**src/rtl/dispatch_controller.sv**
```systemverilog
// dispatch_controller
//   Credit-based dispatch stall / miss controller between decode and the
//   NUM_RS reservation stations (int, bj, ls, flt with default parameters).
//   Each RS has a free-entry credit counter. Dispatch is accepted when every
//   targeted RS has a nonzero registered credit. A mispredict or misload
//   runs a fixed-length flush, after which all credits return to RS_DEPTH.
//
//   State table:
//     state | meaning
//     RUN   | normal dispatch, credits tracked per fire/release
//     FLUSH | pipeline flush in progress, dispatch stalled, credits held
//
// Ports
//   clk            in   clock
//   reset          in   asynchronous active-high reset
//   dispatch_valid in   decode presents an instruction this cycle
//   rs_dest        in   [NUM_RS] RS targets (zero-hot or multi-hot allowed)
//   rs_release     in   [NUM_RS] one entry freed in RS i this cycle
//   mispred        in   branch mispredict
//   misload        in   load misspeculation
//   stall          out  dispatch must hold its instruction
//   dispatch_fire  out  instruction accepted this cycle
//   signal_miss    out  pipeline flush request (mispred | misload)
//   flushing       out  controller is in FLUSH
//   credits        out  [NUM_RS*CW] free-entry counts, RS i at [i*CW +: CW]
//
// Optional feature, macro DISPATCH_STALL_STATS_EN:
//   stall_cycles   out  [32] cycles with dispatch_valid & stall (wraps)
//   flush_count    out  [16] RUN->FLUSH transitions (wraps)

module dispatch_controller #(
    parameter int NUM_RS       = 4,
    parameter int RS_DEPTH     = 8,
    parameter int FLUSH_CYCLES = 2,
    parameter int CW           = $clog2(RS_DEPTH + 1)
) (
    input  logic                 clk,
    input  logic                 reset,
    input  logic                 dispatch_valid,
    input  logic [NUM_RS-1:0]    rs_dest,
    input  logic [NUM_RS-1:0]    rs_release,
    input  logic                 mispred,
    input  logic                 misload,
    output logic                 stall,
    output logic                 dispatch_fire,
    output logic                 signal_miss,
    output logic                 flushing,
`ifdef DISPATCH_STALL_STATS_EN
    output logic [31:0]          stall_cycles,
    output logic [15:0]          flush_count,
`endif
    output logic [NUM_RS*CW-1:0] credits
);

    // Flush counter only ever holds 0 .. FLUSH_CYCLES-1.
    localparam int FCW = (FLUSH_CYCLES > 1) ? $clog2(FLUSH_CYCLES) : 1;
    localparam logic [CW-1:0]  FULL_CREDIT = CW'(RS_DEPTH);
    localparam logic [FCW-1:0] FLUSH_LOAD  = FCW'(FLUSH_CYCLES - 1);

    typedef enum logic {
        RUN   = 1'b0,
        FLUSH = 1'b1
    } state_t;

    state_t          state_q, state_d;
    logic [FCW-1:0]  fcnt_q, fcnt_d;
    logic [CW-1:0]   credit_q [NUM_RS];
    logic [CW-1:0]   credit_d [NUM_RS];

    logic            miss;
    logic [NUM_RS-1:0] zero_mask;
    logic            blocked;
    logic            stall_c;
    logic            fire_c;

    // Stall decision uses only registered credits, so a release in the
    // same cycle as a blocked dispatch does not unblock it.
    always_comb begin
        miss = mispred | misload;
        for (int i = 0; i < NUM_RS; i++) begin
            zero_mask[i] = (credit_q[i] == '0);
        end
        blocked = |(rs_dest & zero_mask);
        stall_c = (state_q == FLUSH) | miss | (dispatch_valid & blocked);
        fire_c  = dispatch_valid & ~stall_c;
    end

    always_comb begin
        state_d  = state_q;
        fcnt_d   = fcnt_q;
        credit_d = credit_q;
        case (state_q)
            RUN: begin
                if (miss) begin
                    // Releases in the miss cycle are discarded; credits
                    // are fully restored at the end of the flush anyway.
                    state_d = FLUSH;
                    fcnt_d  = FLUSH_LOAD;
                end else begin
                    for (int i = 0; i < NUM_RS; i++) begin
                        credit_d[i] = credit_q[i]
                                    - CW'(fire_c & rs_dest[i])
                                    + CW'(rs_release[i] && (credit_q[i] != FULL_CREDIT));
                    end
                end
            end
            FLUSH: begin
                if (miss) begin
                    fcnt_d = FLUSH_LOAD;
                end else if (fcnt_q == '0) begin
                    state_d = RUN;
                    for (int i = 0; i < NUM_RS; i++) begin
                        credit_d[i] = FULL_CREDIT;
                    end
                end else begin
                    fcnt_d = fcnt_q - 1'b1;
                end
            end
            default: begin
                state_d = RUN;
            end
        endcase
    end

    always_ff @(posedge clk or posedge reset) begin
        if (reset) begin
            state_q <= RUN;
            fcnt_q  <= '0;
            for (int i = 0; i < NUM_RS; i++) begin
                credit_q[i] <= FULL_CREDIT;
            end
        end else begin
            state_q <= state_d;
            fcnt_q  <= fcnt_d;
            for (int i = 0; i < NUM_RS; i++) begin
                credit_q[i] <= credit_d[i];
            end
        end
    end

    assign stall         = stall_c;
    assign dispatch_fire = fire_c;
    assign signal_miss   = miss;
    assign flushing      = (state_q == FLUSH);

    for (genvar g = 0; g < NUM_RS; g++) begin : g_credits
        assign credits[g*CW +: CW] = credit_q[g];
    end

`ifdef DISPATCH_STALL_STATS_EN
    always_ff @(posedge clk or posedge reset) begin
        if (reset) begin
            stall_cycles <= '0;
            flush_count  <= '0;
        end else begin
            if (dispatch_valid & stall_c) begin
                stall_cycles <= stall_cycles + 32'd1;
            end
            if ((state_q == RUN) && miss) begin
                flush_count <= flush_count + 16'd1;
            end
        end
    end
`endif

`ifndef SYNTHESIS
    // A release to an RS already at full credit is dropped by saturation;
    // flag it because it usually means the RS and this block disagree.
    always @(posedge clk) begin
        if (!reset && (state_q == RUN) && !miss) begin
            for (int i = 0; i < NUM_RS; i++) begin
                assert (!(rs_release[i] && (credit_q[i] == FULL_CREDIT)))
                    else $warning("rs_release to full RS %0d dropped", i);
            end
        end
    end
`endif

endmodule

```
**config.mk**
```make
export PLATFORM = sky130hd
export DESIGN_NAME = dispatch_controller
export DESIGN_NICKNAME = d
export VERILOG_FILES = /design/src/rtl/dispatch_controller.sv
export SDC_FILE = /design/constraint.sdc
export NUM_CORES = 1
export LEC_CHECK = 0
export BUFFER_PORTS_ARGS = -buffer_cell sky130_fd_sc_hd__buf_2
export CORE_MARGIN = 1
export CORE_UTILIZATION = 57
export CTS_CLUSTER_SIZE = 40
export DETAILED_ROUTE_END_ITERATION = 8
export PLACE_DENSITY = 0.84
export SLEW_MARGIN = 25
export SYNTH_ARGS = -nofsm -noshare
export SYNTH_HDL_FRONTEND = slang
export SYNTH_SLANG_ARGS = --single-unit
```
**constraint.sdc**
```tcl
create_clock -name clk -period 5.25 [get_ports clk]
set_input_delay 1.05 -clock clk [delete_from_list [all_inputs] [get_ports clk]]
set_output_delay 1.05 -clock clk [all_outputs]
set_load 0.02 [all_outputs]
```
**Yosys cells after proc, flatten, opt, wreduce, memory -nomap -nowiden**

Index checks and enable logic that the tools add are counted.

- Equality and inequality tests: 8
- Mux-type cells: 12
- Reductions and logical operators: 10
- Bitwise gates (word level): 12
- Add/subtract/negate cells: 9

Operators by type and width:

| cell | number |
|---|---|
| 2-to-1 mux 16 bit | 3 |
| case mux 16 bit (2 select lines) | 1 |
| adder 4 x 1 -> 4 bit | 4 |
| zero test 4 bit | 4 |
| != test 4 bit (second input constant) | 4 |
| subtractor 4 x 1 -> 4 bit | 4 |
| != test 2 bit (second input constant) | 4 |
| AND 1 bit | 6 |
| 2-to-1 mux 1 bit | 6 |
| AND 4 bit | 1 |
| logical AND 1 bit | 4 |
| case mux 1 bit (2 select lines) | 2 |
| OR reduction 4 bit | 1 |
| bitwise OR 1 bit | 3 |
| AND reduction 3 bit | 1 |
| inverter 1 bit | 2 |
| subtractor 1 bit (second input constant) | 1 |

- Bits in registers: 18
- Bits of input ports: 13
- Output and inout bits: 20
- Logic and storage cells: 57

**Depth between registers and ports, before layout**

Gate-level depths: netlist of the first run.

- Depth in word-level cells: 12
- Mapped depth: 12

**Worst setup path after synthesis of the first run**

OpenSTA, ideal clock, no wires.

- Path kind: input to output
- Start: input port rs_dest[1]
- End: output port dispatch_fire
- Setup slack: 2.021 ns
- Required time: 4.200 ns
- Cell stages on the path: 4
- Arrival: 2.179 ns
- Buffers on the path: 1
- Path through: and4bb_1 -> or4_4 -> buf_6 -> nor2_1

- Word-level cells in the longest chain between the ends: 6

RTL lines:

| what | line | RTL |
|---|---|---|
| start, declared | 40 | `input logic [NUM_RS-1:0] rs_dest,` |
| AND 4 bit | 83 | `blocked = \|(rs_dest & zero_mask);` |
| OR reduction 4 bit | 83 |  |
| AND 1 bit | 84 | `stall_c = (state_q == FLUSH) \| miss \| (dispatch_valid & blocked);` |
| bitwise OR 1 bit | 84 |  |
| inverter 1 bit | 85 | `fire_c = dispatch_valid & ~stall_c;` |
| AND 1 bit | 85 |  |
| end, declared | 45 | `output logic dispatch_fire,` |

Every way passes these cells.

**Worst setup path after layout of the first run**

- Start: input port rs_dest[1]
- End: output port stall

- Word-level cells in the longest chain between the ends: 4

RTL lines:

| what | line | RTL |
|---|---|---|
| AND 4 bit | 83 |  |
| OR reduction 4 bit | 83 |  |
| AND 1 bit | 84 |  |
| bitwise OR 1 bit | 84 |  |
| end, declared | 44 | `output logic stall,` |

Every way passes these cells.

==> results of run 1 <==
==> worst paths after layout <==
kind	end	slack, ps	cells after the start
worst max-delay path	stall	1910	5
worst min register to register	credits[11]	510	2
worst min-delay path	credits[11]	510	2
max in group asynchronous	credits[13]	3960	2
worst max register to register	credits[6]	2250	11
min in group asynchronous	credits[0]	840	2
==> area by class of cell <==
cell class / count / area (sq um)
Multi-Input combinational cell: 97 / 836
Fill cell: 181 / 644
Sequential cell: 18 / 455
Timing Repair Buffer: 33 / 168
Inverter: 27 / 101
Clock buffer: 4 / 36.3
Tap cell: 28 / 35.0
==> cell families after synthesis <==
family / Yosys count
flops: 18
fa+ha+maj: 28
buf+inv: 30
compound gates: 27
xor+xnor: 4
simple gates: 38
==> metrics by stage <==
stage | total power, mW | cells
after detailed placement | 0.441 | 203
after floorplan | 0.378 | 145
after global placement | 0.425 | 203
after CTS | 0.532 | 207
after global routing | 0.569 | 207
final | 0.527 | 207
==> per-layer routing <==
metal	wire length (microns)	vias up	global-route usage, %
li1	-	570	-
met1	1260	538	32.0
met2	1580	34	48.7
met3	129	5	2.63
met4	36	0	9.91
met5	0	-	0
==> power breakdown <==
| part | total (mW) | switching (mW) | internal [mW] | leakage, nW |
|---|---|---|---|---|
| registers | 0.191 | 0.0214 | 0.169 | 0.224 |
| logic | 0.249 | 0.146 | 0.102 | 0.631 |
| clock network | 0.0874 | 0.0451 | 0.0423 | 0.0210 |
| total | 0.527 | 0.213 | 0.314 | 0.877 |
==> state kept, by name, summed over array words and instances (netlist names) <==
name / count
flushing: 1
credits: 16
fcnt_q: 1
==> critical path: stages <==
cell and delay (ps):
buf_2 110, and4bb_1 180, or4_4 590, a21o_1 210
buf_2 150
==> synthesized netlist by cell type <==
| library cell | n | area, sq um |
|---|---|---|
| a21oi_2 | 1 | 8.76 |
| fa_1 | 4 | 80.1 |
| nand3_1 | 4 | 20.0 |
| a21o_1 | 2 | 15.0 |
| a22o_1 | 4 | 35.0 |
| a211oi_1 | 8 | 60.1 |
| inv_2 | 1 | 3.75 |
| nor3_2 | 4 | 40.0 |
| and4_1 | 4 | 35.0 |
| dfstp_2 | 4 | 105 |
| or2_1 | 1 | 6.26 |
| nand2_1 | 13 | 48.8 |
| or4_4 | 1 | 11.3 |
| and4bb_1 | 2 | 25.0 |
| o21ai_0 | 4 | 20.0 |
| inv_1 | 26 | 97.6 |
| nor3_1 | 1 | 5.00 |
| clkbuf_1 | 2 | 7.51 |
| xnor2_1 | 4 | 35.0 |
| ha_1 | 24 | 300 |
| o22ai_1 | 4 | 25.0 |
| nor2_1 | 5 | 18.8 |
| a21oi_1 | 4 | 20.0 |
| dfrtp_1 | 14 | 350 |
| buf_6 | 1 | 11.3 |
| or3_1 | 1 | 6.26 |
| nor4bb_1 | 2 | 20.0 |
==> results.json, run 1 <==
{
  "status": "completed",
  "crit_fanout": 6,
  "seq_area_frac_synth_pct": 32.3,
  "post_cts_buffers": 0,
  "drive_gt1_share_pct": 26.8,
  "clk_latency_ps": 300,
  "p_leak_nw": 0.877,
  "tns_ps": 0,
  "grt_pass1_wl_mm": 5.15,
  "grt_use_total_pct": 26.6,
  "drt-pass1-iter-count": 4,
  "area.growth.synth_to_final_pct": 15.6,
  "layout_common_cells": "buf_2 (32), inv_1 (26), ha_1 (24)",
  "cap_violations": 0,
  "path_class": "in2out",
  "max_slew.worst_pin.slew_ps": 700,
  "yosys.area_share.simple_pct": 16.8,
  "crit_path_end_kind": "primary output",
  "io_pins": 33,
  "post-place-ws_ps": 1890,
  "hold_start": "credits[11]",
  "dieHeight_microns": 51.8,
  "fin_area_sq_mm": 0.00163,
  "drc": 0,
  "relSlewSlack_pct": 53.3,
  "die_area_sq_mm": 0.00268,
  "place_area_sq_mm": 0.00160,
  "fmax_mhz": 300,
  "setup_slack_ps": 1910,
  "ys_ff_latch": 18,
  "diodes": 0,
  "peakVddDrop_uv": 228,
  "worstPathArrival_ps": 2290,
  "synth_area_sq_mm": 0.00141,
  "synthAdderAreaFrac_pct": 27.0,
  "rsz0062_at_grt": "false",
  "period_needed_ps": 3340,
  "final_core_util_pct": 71.7,
  "drt.antenna.violating_nets": 0,
  "layout.nets": 221,
  "cts_resized": 0,
  "whs_ps": 514,
  "fp-row-count": 17,
  "cts_tree": "yes",
  "gp_congestion": 0.816,
  "synth_mux_area_share_pct": 0,
  "ys_types": 27,
  "cts_sinks": 18,
  "die_x_microns": 51.8,
  "core_area_sq_mm": 0.00228,
  "first_global_vias": 1171,
  "powerDensity_mw_per_mm2": 323,
  "synth_top_family_by_area": "adder cells",
  "layout_commonest_cell": "buf_2",
  "cp.required_ps": 4200,
  "cts_buffers": 3,
  "syn_inst": 145,
  "antenna_found_initial": 0,
  "cts_max_level": 1,
  "crit_start": "rs_dest[1]",
  "dp_hpwl_mm": 2.32,
  "port_buffers": 32,
  "period_share_pct": 63.6,
  "grt_overflow": 0,
  "cts_max_path_buffers": 2,
  "via_per_inst": 5.54,
  "wirelength_mm": 3.01,
  "hold_buffers": 0,
  "synth-compound-area-share_pct": 13.0,
  "r2r_start": "credits[7]",
  "first_iter_violations": 14,
  "hp-class": "reg2reg",
  "setup_violations": 0,
  "grt_max_degree": 19,
  "clockRootBuffer": "clkbuf_4",
  "path_clk_slew_ps": 110,
  "hold_viol_final": 0,
  "drt-wirelength-per-cell_microns": 14.6,
  "ys_warn_count": 0,
  "vias": 1147,
  "cp-start-kind": "primary input",
  "synth.avg_cell_area_sq_um": 9.73,
  "clock_skew_ps": 8.46,
  "initial_core_util_pct": 62.0,
  "drv_slew": 0,
  "syn-num-nets": 186,
  "synth_xor_area_share_pct": 2.48
}
Power figures use the tool's default switching activity.
==> run 2: changes to the inputs <==
--- a/config.mk
+++ b/config.mk
@@ -7,10 +7,10 @@
 export LEC_CHECK = 0
 export BUFFER_PORTS_ARGS = -buffer_cell sky130_fd_sc_hd__buf_2
 export CORE_MARGIN = 1
-export CORE_UTILIZATION = 57
+export CORE_UTILIZATION = 48
 export CTS_CLUSTER_SIZE = 40
 export DETAILED_ROUTE_END_ITERATION = 8
-export PLACE_DENSITY = 0.84
+export PLACE_DENSITY = 0.75
 export SLEW_MARGIN = 25
 export SYNTH_ARGS = -nofsm -noshare
 export SYNTH_HDL_FRONTEND = slang
==> constraint.sdc (replaced) <==
create_clock -name clk -period 2.8 [get_ports clk]
set_input_delay 0.56 -clock clk [delete_from_list [all_inputs] [get_ports clk]]
set_output_delay 0.56 -clock clk [all_outputs]
set_load 0.02 [all_outputs]
==> run 2 against run 1 <==
Net effect: the run now ends with setup timing left; hold slack got worse by 180 ps; design area rose by 14%; sequential share of layout area fell by 3.5 points; critical path depth rose by 2; combinational power rose by 140%; clock skew rose by 5.9 ps; register-to-register slack got worse by 2400 ps; cell count rose by 5.8%; sequential power rose by 88%; via count rose by 6.5%; critical endpoint unchanged; global-route usage fell by 2.5 points; highest routed layer unchanged; clock-buffer cell count did not move.
==> results.json, run 2 (synthesized netlist as in run 1, its figures left out) <==
{
  "status": "complete, but fails checks",
  "violations": "setup timing",
  "relSlewSlack_pct": 53.5,
  "met1_usage_pct": 32.1,
  "drive_gt1_share_pct": 43.1,
  "largest_reg_flops": 16,
  "drv_slew": 0,
  "hold_viol_final": 0,
  "cpPeakStageDelay_ps": 610,
  "fmax_mhz": 341,
  "clock_skew_ps": 14.3,
  "first_global_vias": 1260,
  "fp-row-count": 19,
  "hp-class": "in2async",
  "dieHeight_microns": 56.2,
  "dp_hpwl_mm": 2.60,
  "tns_ps": -765,
  "antenna_found_initial": 0,
  "final_core_util_pct": 67.0,
  "path_class": "reg2out",
  "cts_sinks": 18,
  "worstPathArrival_ps": 2370,
  "layout_commonest_cell": "buf_2",
  "ff2ff_setup_slack_ps": -110,
  "grt_use_total_pct": 24.1,
  "grt_pass1_wl_mm": 5.88,
  "cp.depth": 7,
  "peakVddDrop_uv": 412,
  "hold_buffers": 0,
  "grt_use_met3_pct": 3.26,
  "grt_overflow": 0,
  "place_inst": 212,
  "crit_chain": "inv_2 > ha_4 > and4bb_1 > or4_4 > buf_4 > a21o_1 > buf_2",
  "setup_slack_ps": -130,
  "path_clk_slew_ps": 120,
  "drt.antenna.violating_nets": 0,
  "initial_core_util_pct": 50.7,
  "whs_ps": 336,
  "cts_max_level": 1,
  "crit_path_end_kind": "primary output",
  "drt-pass1-iter-count": 4,
  "drc": 0,
  "grt_max_degree": 19,
  "cp.required_ps": 2240,
  "io_pins": 33,
  "port_buffers": 32,
  "cap_violations": 0,
  "met2_usage_pct": 41.7,
  "drt-wirelength-per-cell_microns": 15.7,
  "cts_max_path_buffers": 2,
  "die_x_microns": 56.2,
  "rr_worst_depth": 11,
  "clk_latency_ps": 310,
  "period_share_pct": 105,
  "rsz0062_at_grt": "true",
  "vias": 1221,
  "first_iter_violations": 36,
  "cp_slowest_cell": "or4_4",
  "die_area_sq_mm": 0.00316,
  "wirelength_mm": 3.44,
  "cts_buffers": 3,
  "core_area_sq_mm": 0.00278,
  "max_slew.worst_pin.slew_ps": 696,
  "final_cells": 219,
  "r2r_start": "credits[3]",
  "layout.nets": 230,
  "clockRootBuffer": "clkbuf_4",
  "setup_violations": 13,
  "diodes": 0,
  "crit_fanout": 5,
  "gp_congestion": 0.786,
  "via_per_inst": 5.58,
  "cts_tree": "yes",
  "path_buf_inv": 3,
  "layout_common_cells": "buf_2 (31), inv_1 (20), ha_1 (17)",
  "rr_endpoint": "credits[9]",
  "cp-start-kind": "register",
  "crit_family": "simple AND/OR/NAND/NOR gates",
  "powerDensity_mw_per_mm2": 611,
  "period_needed_ps": 2930,
  "area.growth.synth_to_final_pct": 32.1,
  "grt.busiest_layer": "met2",
  "p_leak_nw": 0.915
}
## run 2: cell count changes in the layout (fill, tap and decap cells not counted), sizes merged
| cell | before | now |
|---|---|---|
| buf | 33 | 42 |
## run 2: worst max-delay path by stage
stage	startpoint	endpoint	slack, ps
floorplan	credits[3]	credits[5]	-70
global placement	credits[3]	credits[5]	-60
detailed placement	credits[3]	credits[1]	-110
CTS	credits[7]	stall	-70
global route	credits[3]	credits[3]	-210
finish	credits[3]	stall	-130
## run 2: timing repair
action,in CTS,in global routing
resized for setup,22,8
pin swaps,16,7
endpoints found under the setup margin,12,14
buffers inserted,3,0
## run 2: area by class of cell
cell class	count	area, sq um
fillers	224	917
flip-flops and latches	18	455
multi-input cells	97	995
inverters	27	101
well taps	31	38.8
clock buffers	4	36.3
repair buffers	42	238
## run 2: per-stage QoR
step                total power, mW  area (sq um)  setup slack [ps]
floorplan                     0.714          1420             -68.1
global placement              0.827          1660             -56.8
detailed placement            0.860          1660              -106
CTS                            1.10          1810             -71.1
global route                   1.23          1860              -210
finish                         1.14          1860              -130
## run 2: routing by layer
metal  vias up  routed length, microns
li1        589                       -
met1       597                    1530
met2        31                    1760
met3         4                     112
met4         0                      37
met5         -                       0
## run 2: worst register-to-register path, cell delays in order, from the launching register on
cell	delay [ps]
dfstp_2	560
inv_2	60
ha_4	150
and4bb_1	180
or4_4	610
nor3_2	200
ha_1	260
inv_2	70
ha_4	140
fa_2	430
nand2_1	80
o21ai_1	60
## run 2: power breakdown
part / internal [mW] / switching (mW)
clock network: 0.0795 / 0.0902
logic: 0.276 / 0.333
registers: 0.318 / 0.0421
